$ cat src/rtl/vi_mem_arbiter.sv
// Core-side memory port arbiter: grants store-buffer writes and icache/dcache line
// fills onto the single memory request/response interface, with read retry on timeout.
module vi_mem_arbiter #(
    parameter int TIMEOUT    = 64,
    parameter int STARVE_MAX = 4
) (
    input  logic         clk_i,
    input  logic         rsn_i,

    input  logic         ic_req_i,
    input  logic [19:0]  ic_addr_i,
    input  logic         dc_req_i,
    input  logic [19:0]  dc_addr_i,
    input  logic         wr_req_i,
    input  logic [19:0]  wr_addr_i,
    input  logic [31:0]  wr_data_i,
    input  logic         wr_byte_i,

    output logic         ic_valid_o,
    output logic [127:0] ic_data_o,
    output logic         dc_valid_o,
    output logic [127:0] dc_data_o,
    output logic         wr_ack_o,

    input  logic         mem_data_ready_i,
    input  logic [127:0] mem_data_i,
    input  logic [19:0]  mem_addr_i,
    output logic         mem_read_o,
    output logic [19:0]  mem_read_addr_o,
    output logic         mem_write_enable_o,
    output logic         mem_write_byte_o,
    output logic [19:0]  mem_write_addr_o,
    output logic [31:0]  mem_write_data_o
);

    localparam int TW = $clog2(TIMEOUT + 1);
    localparam int SW = $clog2(STARVE_MAX + 1);

    typedef enum logic [1:0] {
        IDLE,
        RD_REQ,
        RD_WAIT,
        WR
    } arbState_e;

    arbState_e      state_q, state_d;
    logic [SW-1:0]  starveCnt_q, starveCnt_d;
    logic [TW-1:0]  timer_q, timer_d;
    logic           rdIsIc_q, rdIsIc_d;
    logic [15:0]    lineAddr_q, lineAddr_d;

    logic           icValid_q, icValid_d;
    logic [127:0]   icData_q, icData_d;
    logic           dcValid_q, dcValid_d;
    logic [127:0]   dcData_q, dcData_d;
    logic           wrAck_q, wrAck_d;
    logic           memRead_q, memRead_d;
    logic [19:0]    memReadAddr_q, memReadAddr_d;
    logic           memWe_q, memWe_d;
    logic           memWByte_q, memWByte_d;
    logic [19:0]    memWAddr_q, memWAddr_d;
    logic [31:0]    memWData_q, memWData_d;

    logic           grantWr, grantIc, grantDc;
    logic [15:0]    grantLine;
    logic           respMatch;

    // Only the line part of fill addresses and response addresses is meaningful.
    logic           unusedLowBits;
    assign unusedLowBits = ^{ic_addr_i[3:0], dc_addr_i[3:0], mem_addr_i[3:0]};

    assign respMatch = mem_data_ready_i && (mem_addr_i[19:4] == lineAddr_q);
    assign grantLine = grantIc ? ic_addr_i[19:4] : dc_addr_i[19:4];

    always_comb begin
        grantWr = 1'b0;
        grantIc = 1'b0;
        grantDc = 1'b0;
        if (state_q == IDLE) begin
            if (wr_req_i) begin
                grantWr = 1'b1;
            end else if (ic_req_i && (starveCnt_q == SW'(STARVE_MAX))) begin
                grantIc = 1'b1;
            end else if (dc_req_i) begin
                grantDc = 1'b1;
            end else if (ic_req_i) begin
                grantIc = 1'b1;
            end
        end
    end

    always_comb begin
        state_d       = state_q;
        starveCnt_d   = starveCnt_q;
        timer_d       = timer_q;
        rdIsIc_d      = rdIsIc_q;
        lineAddr_d    = lineAddr_q;
        icValid_d     = 1'b0;
        icData_d      = icData_q;
        dcValid_d     = 1'b0;
        dcData_d      = dcData_q;
        wrAck_d       = 1'b0;
        memRead_d     = 1'b0;
        memReadAddr_d = memReadAddr_q;
        memWe_d       = 1'b0;
        memWByte_d    = memWByte_q;
        memWAddr_d    = memWAddr_q;
        memWData_d    = memWData_q;

        // Writes also count as grants that bypass a waiting icache.
        if (!ic_req_i || grantIc) begin
            starveCnt_d = '0;
        end else if ((grantWr || grantDc) && (starveCnt_q < SW'(STARVE_MAX))) begin
            starveCnt_d = starveCnt_q + 1'b1;
        end

        unique case (state_q)
            IDLE: begin
                if (grantWr) begin
                    state_d    = WR;
                    memWe_d    = 1'b1;
                    wrAck_d    = 1'b1;
                    memWByte_d = wr_byte_i;
                    memWAddr_d = wr_addr_i;
                    memWData_d = wr_data_i;
                end else if (grantIc || grantDc) begin
                    state_d       = RD_REQ;
                    rdIsIc_d      = grantIc;
                    lineAddr_d    = grantLine;
                    memRead_d     = 1'b1;
                    memReadAddr_d = {grantLine, 4'h0};
                end
            end
            RD_REQ: begin
                state_d = RD_WAIT;
                timer_d = '0;
            end
            RD_WAIT: begin
                if (respMatch) begin
                    state_d = IDLE;
                    if (rdIsIc_q) begin
                        icValid_d = 1'b1;
                        icData_d  = mem_data_i;
                    end else begin
                        dcValid_d = 1'b1;
                        dcData_d  = mem_data_i;
                    end
                end else if (timer_q == TW'(TIMEOUT - 1)) begin
                    state_d   = RD_REQ;
                    memRead_d = 1'b1;
                end else begin
                    timer_d = timer_q + 1'b1;
                end
            end
            WR: begin
                state_d = IDLE;
            end
            default: begin
                state_d = IDLE;
            end
        endcase
    end

    always_ff @(posedge clk_i) begin
        if (rsn_i) begin
            state_q       <= IDLE;
            starveCnt_q   <= '0;
            timer_q       <= '0;
            rdIsIc_q      <= 1'b0;
            lineAddr_q    <= '0;
            icValid_q     <= 1'b0;
            icData_q      <= '0;
            dcValid_q     <= 1'b0;
            dcData_q      <= '0;
            wrAck_q       <= 1'b0;
            memRead_q     <= 1'b0;
            memReadAddr_q <= '0;
            memWe_q       <= 1'b0;
            memWByte_q    <= 1'b0;
            memWAddr_q    <= '0;
            memWData_q    <= '0;
        end else begin
            state_q       <= state_d;
            starveCnt_q   <= starveCnt_d;
            timer_q       <= timer_d;
            rdIsIc_q      <= rdIsIc_d;
            lineAddr_q    <= lineAddr_d;
            icValid_q     <= icValid_d;
            icData_q      <= icData_d;
            dcValid_q     <= dcValid_d;
            dcData_q      <= dcData_d;
            wrAck_q       <= wrAck_d;
            memRead_q     <= memRead_d;
            memReadAddr_q <= memReadAddr_d;
            memWe_q       <= memWe_d;
            memWByte_q    <= memWByte_d;
            memWAddr_q    <= memWAddr_d;
            memWData_q    <= memWData_d;
        end
    end

    assign ic_valid_o         = icValid_q;
    assign ic_data_o          = icData_q;
    assign dc_valid_o         = dcValid_q;
    assign dc_data_o          = dcData_q;
    assign wr_ack_o           = wrAck_q;
    assign mem_read_o         = memRead_q;
    assign mem_read_addr_o    = memReadAddr_q;
    assign mem_write_enable_o = memWe_q;
    assign mem_write_byte_o   = memWByte_q;
    assign mem_write_addr_o   = memWAddr_q;
    assign mem_write_data_o   = memWData_q;

endmodule
$ cat config.mk
export PLATFORM = sky130hd
export DESIGN_NAME = vi_mem_arbiter
export DESIGN_NICKNAME = d
export VERILOG_FILES = /design/src/rtl/vi_mem_arbiter.sv
export SDC_FILE = /design/constraint.sdc
export NUM_CORES = 1
export LEC_CHECK = 0
export CAP_MARGIN = 20
export CORE_AREA = 5 5 224 226
export DETAILED_ROUTE_END_ITERATION = 10
export DIE_AREA = 0 0 229 231
export DONT_BUFFER_PORTS = 1
export GPL_ROUTABILITY_DRIVEN = 0
export GPL_TIMING_DRIVEN = 0
export PLACE_DENSITY_LB_ADDON = 0.15
export SKIP_LAST_GASP = 1
export SLEW_MARGIN = 20
export SYNTH_ARGS = -nofsm -noshare
export SYNTH_HDL_FRONTEND = slang
export SYNTH_SLANG_ARGS = --single-unit
$ cat constraint.sdc
create_clock -name clk_i -period 5.2 [get_ports clk_i]
set_input_delay 0.52 -clock clk_i [delete_from_list [all_inputs] [get_ports clk_i]]
set_output_delay 0.52 -clock clk_i [all_outputs]
set_load 0.01 [all_outputs]
==> out/results.env, run 1 <==
PERIOD_NEEDED_NS=2.76
POSTSYNTH.TOPFLOPCELL='sky130_fd_sc_hd__dfxtp_1'
NUMCTSBUFFERS=42
FILLERS=5226
SYN2LAYOUT_AREA_GROWTH_PCT=17.7
SYNTH.CELL_AREA_UM2=12400
CLKLATENCYLATEPIN_NS=0.55
CRIT_CHAIN='xor2_1, nor4_2, and3_1, nand4_1, clkbuf_1, clkbuf_1, nand2_1, a21oi_1'
OVERFLOW=0
DRTPASS1ITERATIONS=5
AVGVIACOUNTPERCELL=4.72
DIE_AREA_UM2=52900
POSTCTSRESIZEDCELLS=0
CP.ARRIVAL_NS=3.17
CRITPATHREQUIREDTIME_NS=5.61
GRT_PASS1_WL_UM=72000
CLOCK-ROOT-BUFFER='sky130_fd_sc_hd__clkbuf_16'
RESULT_OF_THE_RUN='finished, final reports clean'
PLACEABLECOREAREA_UM2=48100
PATH_MAX_FANOUT=10
CP-START-KIND='flop'
CLOCK_TRANSITION_AT_PATH_REGS_NS=0.06
CRITICAL-PATH-MAX-STAGE-DELAY_NS=0.46
DRC_ERRORS=0
POWER_LEAKAGE_nW=4.89
HOLDBUFCOUNTCTS=0
CP_COMMON_CELL='sky130_fd_sc_hd__clkbuf_1'
WORST_IR_DROP_VDD_mV=0.188
LAYOUT_WORST_PATH_CYCLE_SHARE_PCT=53.1
SYNTH_CELL_TYPE_COUNT=38
DR.FIRST_ITER.DRC_COUNT=556
CRITICAL_PATH.SLOWEST_CELL='sky130_fd_sc_hd__dfxtp_1'
CLK_BUF_DEPTH=3
SYNTH.YOSYS.SEQ_AREA_SHARE_PCT=55.3
POSTSYNTH.ASYNCRESETSHARE_PCT=0
PORT_BUFFERS=0
RSZ0062_AT_GRT='false'
DP_HPWL_UM=38900
WORST_SLACK_NS=2.44
MAX-CAP-VIOLATIONS=0
VIAS=10617
AVGSYNTHCELLAREA_UM2=7.98
WORST_HOLD_PATH_TYPE='in -> reg'
DIE_W_UM=229
IO_PINS=581
GRT_UTIL_ALL_LAYERS_PCT=17.8
START_UTIL_PCT=25.7
SYNTH.FF_LATCH_COUNT=342
POWER.DENSITY_CELL_AREA_nW_PER_UM2=410
WORST_PIN_SLEW_NS=1.02
CRITPATHCAPTURETYPE='flop'
FINAL_HOLD_VIOL_COUNT=0
ANTENNA_VIOL_NETS_FINAL=0
FLOORPLAN.DIE.HEIGHT_UM=231
AVGROUTEDWIREPERCELL_UM=22.3
SYNTH_EDF_COUNT=0
NETS=1849
PLACEMENT.SETUP.WORST_SLACK_NS=2.28
DP_CELL_COUNT=2177
MAXSLEWHEADROOM_PCT=32.2
ROUTED_WL_UM=50100
SETUP_VIOLATIONS=0
CRITICAL_PATH_CLASS='reg -> reg'
CLOCK_TREE_FROM_TRITONCTS='built'
POST_ROUTE_CELLS_DRIVE_ABOVE_1_SHARE_PCT=6.95
CELL_COUNT_AFTER_SYNTHESIS=1552
GRT_PASS1_VIAS=10346
CTS_POST_SETUP_BUFFERS_INSERTED=0
CP_TOP_FAMILY='simple AND/OR/NAND/NOR gates'
CLOCK_SINKS=342
INSERTEDDIODECOUNT=0
TOTALNEGATIVESETUPSLACK_NS=0
COUNT_OF_FINAL_MAX_SLEW_CHECK_FAILURES=0
SETUP.REG_TO_REG.WORST_SLACK_NS=2.44
ROWS=81
TIMING.CRITICAL_PATH.BUF_INV=2
FMAX_MHz=362
GRT_ANTENNA_BEFORE_REPAIR=0
CTSHTREEMAXLEVEL=2
FINISH.CELL_COUNT_WITHOUT_FILLERS=2249
YOSYS_WARNINGS=0
SKEW_NS=0.0103
PIN_COUNT_OF_THE_BIGGEST_NET_ENTERING_GLOBAL_ROUTING=14
[flip-flops by register name, summed over array words and instances, names as in the netlist]
name	flops
mem_write_addr_o	20
starveCnt_q	3
state_q	2
ic_data_o	128
mem_read_addr_o	16
dc_valid_o	1
timer_q	7
mem_read_o	1
ic_valid_o	1
mem_write_byte_o	1
mem_write_enable_o	1
rdIsIc_q	1
dc_data_o	128
mem_write_data_o	32
[metrics by stage]
step | utilization (%) | total power (W) | hold slack [ns] | cell area [µm²]
2_1_floorplan | - | 0.00293 | 0.458 | 12400
3_3_place_gp | 27.4 | 0.00302 | 0.488 | 13200
3_5_place_dp | 27.4 | 0.00302 | 0.485 | 13200
4_1_cts | 30.3 | 0.00606 | 0.0601 | 14600
5_1_grt | 30.3 | 0.00620 | 0.0682 | 14600
6_report | 30.3 | 0.00597 | 0.102 | 14600
[cell usage in the layout (no fill, tap or decap), drive strengths merged]
cell type    n
a2111oi      1
a211oi      16
a21o         2
a21oi      314
a311oi       1
and2         1
and3         2
buf         42
bufinv       5
clkbuf     132
clkinv       9
clkinvlp     2
conb         4
dfxtp      342
ha           3
inv          5
mux2         1
mux2i       16
nand2      630
nand2b       2
nand3       12
nand3b       1
nand4        3
nor2        31
nor2b        2
nor3         4
nor3b        6
nor4         6
nor4b        1
o21ai        8
o21bai       1
o31ai        1
o41ai        1
or2          2
or4b         1
xnor2        6
xor2        11
[cell usage after synthesis, drive strengths merged (4+ instances only)]
library cell	n	area share, %
dfxtp	342	55
nor4	6	0.68
nor2	31	0.94
xor2	11	0.78
clkbuf	78	2.4
nor3	4	0.16
nand3	12	0.49
xnor2	6	0.42
nor3b	6	0.36
buf	42	2.3
o21ai	8	0.35
a21oi	314	13
nand2	630	19
a211oi	16	0.97
mux2i	16	1.3
[metal layers]
layer  track usage (%)  vias to the layer above  wire, µm
li1                  -                     5134         -
met4              4.51                        0      1200
met3              9.09                       74      6040
met1              19.3                     4948     18500
met2              30.8                      461     24400
met5                 0                        -         0
[power breakdown]
part | leakage [nW] | switching [W] | internal (W)
registers | 2.76 | 0.0000653 | 0.00267
logic | 1.43 | 0.000157 | 0.0000707
clock network | 0.694 | 0.00117 | 0.00184
[cell type report]
class	instances	area, µm²	share of cell area [%]
plain buffers	120	579	3.97
clock buffers	54	1180	8.08
clock inverters	18	228	1.56
inverters	3	11.3	0.0773
multi-input cells	1090	4960	34.0
flip-flops and latches	342	6850	47.0
well taps	622	778	5.34
[final timing paths]
| kind | from | end | depth (start not counted) |
|---|---|---|---|
| max reg2reg | mem_read_addr_o[11] | ic_data_o[76] | 8 |
| min | wr_data_i[17] | mem_write_data_o[17] | 2 |
| max | mem_read_addr_o[11] | ic_data_o[76] | 8 |
| min reg2reg | timer_q[6] | timer_q[6] | 1 |
[worst reg2reg max path, stage by stage (launching register included)]
cell                       delay, ns
sky130_fd_sc_hd__dfxtp_1        0.46
sky130_fd_sc_hd__xor2_1         0.12
sky130_fd_sc_hd__nor4_2         0.46
sky130_fd_sc_hd__and3_1         0.27
sky130_fd_sc_hd__nand4_1        0.20
sky130_fd_sc_hd__clkbuf_1       0.44
sky130_fd_sc_hd__clkbuf_1       0.44
sky130_fd_sc_hd__nand2_1        0.17
sky130_fd_sc_hd__a21oi_1        0.07
[cells by family after synthesis]
kind of cell	Yosys count	share of synthesized area (%)
buffers and inverters	123	4.76
multiplexers	17	1.38
AND/OR/NAND/NOR	704	22.5
AO/OA/AOI/OAI	345	14.5
flip-flops	342	55.3
other	1	0.0303
adder cells (fa/ha/maj)	3	0.303
XOR/XNOR	17	1.20
Power figures use the tool's default switching activity.
==> run 2: changes to the inputs <==
==> constraint.sdc (replaced) <==
create_clock -name clk_i -period 2.7 [get_ports clk_i]
set_input_delay 0.27 -clock clk_i [delete_from_list [all_inputs] [get_ports clk_i]]
set_output_delay 0.27 -clock clk_i [all_outputs]
set_load 0.01 [all_outputs]
==> run 2 against run 1 <==
Net effect: global-route usage increased by 0.59 points; largest power group unchanged; clock-buffer cell count unchanged; non-clock buffer count up 215; critical endpoint is now ic_data_o[111]; clock power rose by 93%.
==> out/results.env, run 2 (synthesis results as in run 1) <==
FMAX_MHz=391
RESULT_OF_THE_RUN='finished, final reports clean'
SKEW_NS=0.00981
FINISH.CELL_COUNT_WITHOUT_FILLERS=2466
START_UTIL_PCT=25.7
TOTALNEGATIVESETUPSLACK_NS=0
AVGVIACOUNTPERCELL=4.65
FINAL_CELL_MIX='sky130_fd_sc_hd__nand2_1 (630), sky130_fd_sc_hd__dfxtp_1 (342), sky130_fd_sc_hd__a21oi_1 (314)'
ANTENNA_VIOL_NETS_FINAL=0
LAYOUT_COMMONEST_CELL='sky130_fd_sc_hd__nand2_1'
DP_HPWL_UM=38900
DRTPASS1ITERATIONS=6
GRT_PASS1_VIAS=11500
WORSTREGTOREGCELLS=8
POWER.DENSITY_CELL_AREA_nW_PER_UM2=707
PIN_COUNT_OF_THE_BIGGEST_NET_ENTERING_GLOBAL_ROUTING=14
AVGROUTEDWIREPERCELL_UM=20.9
CLOCK_TRANSITION_AT_PATH_REGS_NS=0.06
POWER_LEAKAGE_nW=5.84
WORST_HOLD_PATH_TYPE='in -> reg'
GRT_PASS1_WL_UM=75800
REG2REG_FROM='mem_read_addr_o[11]'
GRT_UTIL_ALL_LAYERS_PCT=18.4
DR.FIRST_ITER.DRC_COUNT=608
IO_PINS=581
SETUP_VIOLATIONS=0
CLOCK_SINKS=342
CLK_BUF_DEPTH=3
FLOORPLAN.DIE.HEIGHT_UM=231
DRC_ERRORS=0
CRITPATHCAPTURETYPE='flop'
DIE_AREA_UM2=52900
CP.ARRIVAL_NS=2.96
PLACEABLECOREAREA_UM2=48100
ROUTED_WL_UM=51600
GRT_ANTENNA_BEFORE_REPAIR=3
FINAL_HOLD_VIOL_COUNT=0
CLOCK_TREE_FROM_TRITONCTS='built'
MAX-CAP-VIOLATIONS=0
WORST_PIN_SLEW_NS=0.919
NETS=2064
LAYOUT_WORST_PATH_CYCLE_SHARE_PCT=94.7
OVERFLOW=0
POST_ROUTE_CELLS_DRIVE_ABOVE_1_SHARE_PCT=6.57
CLKLATENCYLATEPIN_NS=0.55
PATH_MAX_FANOUT=10
PERIOD_NEEDED_NS=2.56
CTSHTREEMAXLEVEL=2
VIAS=11473
CP-START-KIND='flop'
CRITPATHREQUIREDTIME_NS=3.11
CRITPATHCAPTURE='ic_data_o[111]'
MIN_FROM='wr_req_i'
ROWS=81
WORST_IR_DROP_VDD_mV=0.373
FIN_TOTAL_PWR_W=0.0118
MAXSLEWHEADROOM_PCT=38.7
WORSTSETUPSTARTPOINT='mem_read_addr_o[11]'
RSZ0062_AT_GRT='false'
DP_CELL_COUNT=2177
SETUP.REG_TO_REG.WORST_SLACK_NS=0.14
PORT_BUFFERS=0
SYN2LAYOUT_AREA_GROWTH_PCT=35.3
TIMING.RR.END='ic_data_o[111]'
DIE_W_UM=229
COUNT_OF_FINAL_MAX_SLEW_CHECK_FAILURES=0
NUMCTSBUFFERS=42
CRITICAL_PATH_CLASS='reg -> reg'
FINAL.HOLD.WORST_SLACK_NS=0.104
CLOCK-ROOT-BUFFER='sky130_fd_sc_hd__clkbuf_16'
-- run 2: cell count changes in the layout (fill, tap and decap cells not counted), sizes merged --
cell         previous run  this run
dlygate4sd3             0       215
clkbuf                132       130
buf                    42        44
diode                   0         2
-- run 2: power by group --
group	switching [W]	internal, W	total (W)
clock	0.00227	0.00355	0.00581
sequential	0.000126	0.00514	0.00526
combinational	0.000410	0.000354	0.000763
-- run 2: worst max-delay path: stages (launching register included) --
cell	delay (ns)
sky130_fd_sc_hd__dfxtp_1	0.47
sky130_fd_sc_hd__xor2_1	0.12
sky130_fd_sc_hd__nor4_2	0.45
sky130_fd_sc_hd__and3_1	0.27
sky130_fd_sc_hd__nand4_1	0.19
sky130_fd_sc_hd__clkbuf_2	0.35
sky130_fd_sc_hd__clkbuf_1	0.35
sky130_fd_sc_hd__nand2_1	0.14
sky130_fd_sc_hd__a21oi_1	0.07
-- run 2: repair_timing --
action,CTS,global route
endpoints found under the setup margin,159,31
endpoints found under the hold margin,329,0
hold buffers,215,0
setup buffers,0,0
gates resized for setup,2,15
-- run 2: worst min-delay path by stage --
stage	slack (ns)	cells after the start	endpoint
2_1_floorplan	0.41	2	mem_write_addr_o[0]
3_3_place_gp	0.41	2	mem_write_data_o[7]
3_5_place_dp	0.41	2	dc_data_o[2]
4_1_cts	0.07	4	starveCnt_q[0]
5_1_grt	0.11	4	starveCnt_q[0]
6_report	0.10	4	starveCnt_q[0]
-- run 2: metal layers --
layer / track usage, % / up-vias / share of wire, % / wire [µm]
li1: - / 5560 / - / -
met1: 20.5 / 5375 / 38 / 19800
met2: 32.7 / 465 / 50 / 25700
met3: 7.77 / 71 / 10 / 5140
met4: 4.17 / 2 / 1.8 / 948
met5: 0 / - / 0.025 / 13
-- run 2: layout make-up --
cell class | count | area (µm²)
multi-input combinational | 1090 | 4960
inverter | 3 | 11.3
tap | 622 | 778
fill | 5092 | 31400
antenna | 2 | 5.00
buffer | 120 | 593
clock inverter | 18 | 228
timing repair buffer | 215 | 2150
clock buffer | 54 | 1180
sequential | 342 | 6850
-- run 2: metrics by stage --
step                utilization (%)  cell area (µm²)  setup WS [ns]
finish                         34.8            16700          0.143
global route                   34.8            16700        0.00162
CTS                            34.8            16700       0.000358
detailed placement             27.4            13200         -0.122
global placement               27.4            13200        -0.0714
floorplan                         -            12400          0.855
==> run 3: changes to the inputs <==
--- a/config.mk
+++ b/config.mk
@@ -6,7 +6,7 @@
 export NUM_CORES = 1
 export LEC_CHECK = 0
 export CAP_MARGIN = 20
-export CORE_AREA = 5 5 224 226
+export CORE_AREA = 2 2 227 229
 export DETAILED_ROUTE_END_ITERATION = 10
 export DIE_AREA = 0 0 229 231
 export DONT_BUFFER_PORTS = 1
==> run 3 against run 2 <==
Net effect: worst hold slack gained 0.011 ns; via count decreased by 0.51%; register-to-register slack gained 0.05 ns; sequential power hardly changed; wire length decreased by 2.2%; critical path type unchanged; largest cell class unchanged.
==> out/results.env, run 3 (synthesis results as in run 1) <==
LAYOUT_WORST_PATH_CYCLE_SHARE_PCT=93.0
GRT_UTIL_ALL_LAYERS_PCT=18.4
LAYOUT_COMMONEST_CELL='sky130_fd_sc_hd__nand2_1'
POWER_LEAKAGE_nW=5.75
CRITICAL_PATH_CLASS='reg -> reg'
CRITPATHCAPTURETYPE='flop'
CLOCK_TRANSITION_AT_PATH_REGS_NS=0.06
CLKLATENCYLATEPIN_NS=0.54
FLOORPLAN.DIE.HEIGHT_UM=231
CTS_POST_SETUP_BUFFERS_INSERTED=0
FINAL_CELL_MIX='sky130_fd_sc_hd__nand2_1 (630), sky130_fd_sc_hd__dfxtp_1 (342), sky130_fd_sc_hd__a21oi_1 (314)'
PIN_COUNT_OF_THE_BIGGEST_NET_ENTERING_GLOBAL_ROUTING=13
IO_PINS=581
DIE_W_UM=229
CTSHTREEMAXLEVEL=2
FILLERS=5446
POST_ROUTE_CELLS_DRIVE_ABOVE_1_SHARE_PCT=5.99
CLOCK-ROOT-BUFFER='sky130_fd_sc_hd__clkbuf_16'
ANTENNA_VIOL_NETS_FINAL=0
WORST_PIN_SLEW_NS=0.725
ROUTED_WL_UM=50400
FINAL.HOLD.WORST_SLACK_NS=0.115
GRT_PASS1_WL_UM=73700
COUNT_OF_FINAL_MAX_SLEW_CHECK_FAILURES=0
CP_TOP_FAMILY='simple AND/OR/NAND/NOR gates'
REGAREA_UM2=6850
NETS=2063
SETUP_VIOLATIONS=0
AVGVIACOUNTPERCELL=4.53
GRT_ANTENNA_BEFORE_REPAIR=4
MAX-CAP-VIOLATIONS=0
CP-START-KIND='flop'
FINAL_HOLD_VIOL_COUNT=0
REG2REG_FROM='mem_read_addr_o[17]'
PATH_MAX_FANOUT=10
PERIOD_NEEDED_NS=2.51
START_UTIL_PCT=24.4
FMAX_MHz=398
SYN2LAYOUT_AREA_GROWTH_PCT=34.7
MIN_FROM='wr_req_i'
DRC_ERRORS=0
WORST_HOLD_PATH_TYPE='in -> reg'
CRITICAL-PATH-MAX-STAGE-DELAY_NS=0.45
VIAS=11414
RESULT_OF_THE_RUN='finished, final reports clean'
AVGROUTEDWIREPERCELL_UM=20.0
CRIT_CHAIN='xor2_1, nor4_2, nand3_1, nor4_2, buf_6, buf_4, nand2_1, a21oi_1'
OVERFLOW=0
NUMCTSBUFFERS=40
PORT_BUFFERS=0
TIMING.CRITICAL_PATH.BUF_INV=2
CLOCK_TREE_FROM_TRITONCTS='built'
DR.FIRST_ITER.DRC_COUNT=589
DIE_AREA_UM2=52900
DP_CELL_COUNT=2236
POWER.DENSITY_CELL_AREA_nW_PER_UM2=674
CRITICAL_PATH.SLOWEST_CELL='sky130_fd_sc_hd__dfxtp_1'
SKEW_NS=0.0127
TOTALNEGATIVESETUPSLACK_NS=0
CLK_BUF_DEPTH=3
CP.ARRIVAL_NS=2.98
CRITPATHREQUIREDTIME_NS=3.17
FINISH.CELL_COUNT_WITHOUT_FILLERS=2521
MULTI_INPUT_AREA_UM2=4960
ROWS=83
FIN_TOTAL_PWR_W=0.0112
DRTPASS1ITERATIONS=5
WORST_IR_DROP_VDD_mV=0.497
MAXSLEWHEADROOM_PCT=51.7
CP_COMMON_CELL='sky130_fd_sc_hd__nor4_2'
GRT_PASS1_VIAS=11444
DP_HPWL_UM=38100
WORSTSETUPSTARTPOINT='mem_read_addr_o[17]'
PLACEABLECOREAREA_UM2=50700
CLOCK_SINKS=342
RSZ0062_AT_GRT='false'
## run 3: changes by cell type in the layout (fill, tap and decap cells not counted), sizes merged
cell    before  now
clkinv       9    4
clkbuf     130  135
inv          5    4
bufinv       5    1
diode        2    4
## run 3: repair_timing
| item | 4_1_cts | 5_1_grt |
|---|---|---|
| setup endpoints to repair | 4 | 62 |
| resized for setup | 1 | 10 |
| hold buffers | 215 | 0 |
| endpoints found under the hold margin | 329 | 0 |
## run 3: worst paths after layout
kind	end	slack, ns	cells past startpoint
hold / removal	starveCnt_q[0]	0.12	4
setup / recovery	dc_data_o[25]	0.19	8
hold reg to reg	timer_q[0]	0.50	1
setup reg to reg	dc_data_o[25]	0.19	8
## run 3: power by group
group          internal (W)  leakage (nW)  switching [W]  total (W)
registers           0.00513          2.76       0.000124    0.00526
logic              0.000356          2.39       0.000408   0.000764
clock network       0.00306         0.602        0.00215    0.00522
## run 3: final cells by class
cell class,count,share of cell area (%)
tap,680,5.10
antenna,4,0.0600
buffer,120,3.58
inverter,3,0.0675
clock buffer,58,6.95
sequential,342,41.0
clock inverter,8,0.465
timing repair buffer,216,13.0
multi-input combinational,1090,29.7
## run 3: metal layers
layer / wire (µm) / global-route usage [%] / share of wire [%] / up-vias
met5: 0 / 0 / 0 / -
met4: 1480 / 5.82 / 2.9 / 0
met3: 4710 / 7.03 / 9.3 / 88
met2: 24800 / 32.2 / 49 / 456
met1: 19400 / 20.5 / 39 / 5311
li1: - / - / - / 5559
## run 3: tightest hold or removal path, delay by kind of cell
kind / cells / cell delay [ns]
xor gates and xnor gates: 1 / 0.14
and+or+nand+nor: 2 / 0.09
AOI/OAI and AO/OA: 1 / 0.11
## run 3: metrics by stage
step,utilization (%),setup slack (ns),area (µm²)
final,32.9,0.189,16700
after global routing,32.9,0.00404,16700
after CTS,32.9,0.0341,16700
after detailed placement,26.2,0.0196,13300
after global placement,26.1,-0.311,13200
after floorplan,-,0.855,12400
==> variant, RTL diff (flow settings as in run 3) <==
Encoding of `arbState_e`: now Gray code (2 bits for 4 states).
--- a/src/rtl/vi_mem_arbiter.sv
+++ b/src/rtl/vi_mem_arbiter.sv
@@ -38,8 +38,8 @@
 
     typedef enum logic [1:0] {
-        IDLE,
-        RD_REQ,
-        RD_WAIT,
-        WR
+        IDLE    = 2'b00,
+        RD_REQ  = 2'b01,
+        RD_WAIT = 2'b11,
+        WR      = 2'b10
     } arbState_e;
 
Formal check against the unedited RTL: same outputs for any inputs over 4 cycles, from zero or initial values; so few cycles prove little.
==> variant against run 3 <==
- global-route usage shrank 0.23 points
- die area is the same
- area after synthesis grew 0.54%
- total power grew 9.2%
- count of clock-buffer cells in the layout grew 6
- sequential cell count is the same
- non-clock buffer count shrank 12
- worst setup slack gained 67 ps
- wire length shrank 0.90%
- critical path depth is the same
- final area grew 0.22%
- critical endpoint is now ic_data_o[108]
- highest routed layer unchanged
==> variant: results (changes against run 3) <==
{
  "outcome": {
    "outcome": {"value": "completed", "change": "unchanged"}
  },
  "sta": {
    "finClkSkew": {"value": 30.8, "unit": "ps", "change": "was 12.7 ps"},
    "worst-slew-pin-transition": {"value": 1050, "unit": "ps", "change": "was 725 ps"}
  },
  "final_layout": {
    "layout-drive-gt1-share": {"value": 6.40, "unit": "%", "change": "was 5.99%"},
    "num_antenna_cells": {"value": 0, "change": "was 4"},
    "layout.filler_cells": {"value": 5465, "change": "was 5446"},
    "finalNetCount": {"value": 2049, "change": "was 2063"}
  },
  "place": {
    "dp.cells": {"value": 2227, "change": "was 2236"},
    "dp_slack": {"value": 39.6, "unit": "ps", "change": "was 19.6 ps"},
    "detailed_place_hpwl": {"value": 37.3, "unit": "mm", "change": "was 38.1 mm"}
  },
  "global_route": {
    "global_route_wire_length_before_repair": {"value": 73.2, "unit": "mm", "change": "was 73.7 mm"},
    "antenna_found_initial": {"value": 0, "change": "was 4"},
    "first_global_vias": {"value": 11500, "change": "was 11400"},
    "grt_util_all_layers": {"value": 18.1, "unit": "%", "change": "was 18.4%"}
  },
  "worst_setup_path": {
    "max_stage_delay": {"value": 410, "unit": "ps", "change": "was 450 ps"},
    "critical_path_arrival": {"value": 2850, "unit": "ps", "change": "was 2980 ps"}
  },
  "route": {
    "wl": {"value": 50.0, "unit": "mm", "change": "was 50.4 mm"},
    "vias": {"value": 11400, "change": "about the same"},
    "postRouteAntennaNets": {"value": 0, "change": "unchanged"}
  },
  "yosys": {
    "yosys.area_share.adder": {"value": 0.603, "unit": "%", "change": "was 0.303%"},
    "synth-seq-area-share": {"value": 55.0, "unit": "%", "change": "was 55.3%"},
    "synth_xor_area_share": {"value": 1.20, "unit": "%", "change": "about the same"},
    "synthMuxAreaShare": {"value": 1.45, "unit": "%", "change": "was 1.38%"},
    "synth_compound_area_share": {"value": 14.6, "unit": "%", "change": "was 14.5%"}
  },
  "power_and_ir_drop": {
    "p_leak": {"value": 5.67, "unit": "nW", "change": "was 5.75 nW"},
    "switching_part_of_the_total": {"value": 26.4, "unit": "%", "change": "was 23.9%"},
    "peakVddDrop": {"value": 495, "unit": "uV", "change": "was 497 uV"}
  },
  "clocking": {
    "insertion_delay": {"value": 560, "unit": "ps", "change": "was 540 ps"}
  }
}
[variant: cell types whose count changed in the layout (fill, tap and decap cells not counted), sizes merged, moves of 4 or more]
cell	delta
o21ai	-7
dlygate4sd3	-8
diode	-4
nor4	-4
nand3	-6
inv	+8
nor3b	-5
[variant: kinds of logic (layout without fill, tap and decap cells)]
group,count (synthesis),after routing
xor+xnor,17,17
buf+inv,126,406
other cells,1,4
mux,18,18
flops,342,342
fa+ha+maj,6,6
compound gates,346,346
simple gates,688,688
[variant: area by class of cell]
type	instances	area [um^2]	share of cell area, %
tap	680	851	5.09
inverter	9	33.8	0.202
sequential	342	6850	41.0
buffer	117	667	3.99
multi-input combinational	1079	4920	29.5
clock inverter	9	81.3	0.486
timing repair buffer	207	2070	12.4
clock buffer	64	1240	7.43
[variant: path summary, 6_finish.rpt]
| path | from | to | slack, ps | depth (start not counted) |
|---|---|---|---|---|
| max | mem_read_addr_o[16] | ic_data_o[108] | 260 | 8 |
| min | dc_addr_i[17] | mem_read_addr_o[17] | 20 | 2 |
| max reg2reg | mem_read_addr_o[16] | ic_data_o[108] | 260 | 8 |
| min reg2reg | timer_q[6] | timer_q[6] | 480 | 1 |
[variant: per-layer routing]
metal  global-route usage, %  vias to the layer above  part of all wire (%)
li1                        -                     5519                     -
met1                    19.8                     5378                    38
met2                    31.7                      452                    49
met3                    7.23                       84                   9.8
met4                    6.72                        0                   3.4
met5                       0                        -                     0
[variant: stage by stage]
step	power, mW	hold slack, ps
CTS	12.4	1.46
global route	12.8	12.9
detailed placement	6.62	413
floorplan	6.28	406
finish	12.3	21.5
global placement	6.60	408
[variant: worst max-delay path: cells and delay by family, from the launching register on]
kind | cells | cell delay [ps]
AOI/OAI and AO/OA | 1 | 60
buffers and inverters | 2 | 670
xor gates and xnor gates | 1 | 190
DFF | 1 | 360
and+or+nand+nor | 4 | 1010
[variant: what timing repair did]
item,4_1_cts,5_1_grt
resized for setup,0,16
hold buffers,207,0
hold endpoints to repair,325,0
endpoints found under the setup margin,0,195
[variant: power by group through the flow]
| stage | registers, mW | clock network [mW] | logic [mW] |
|---|---|---|---|
| CTS | 5.53 | 5.62 | 1.28 |
| detailed placement | 5.64 | 0 | 0.980 |
| finish | 5.53 | 5.47 | 1.27 |
| floorplan | 5.56 | 0 | 0.720 |
| global placement | 5.64 | 0 | 0.958 |
| global route | 5.55 | 5.82 | 1.42 |
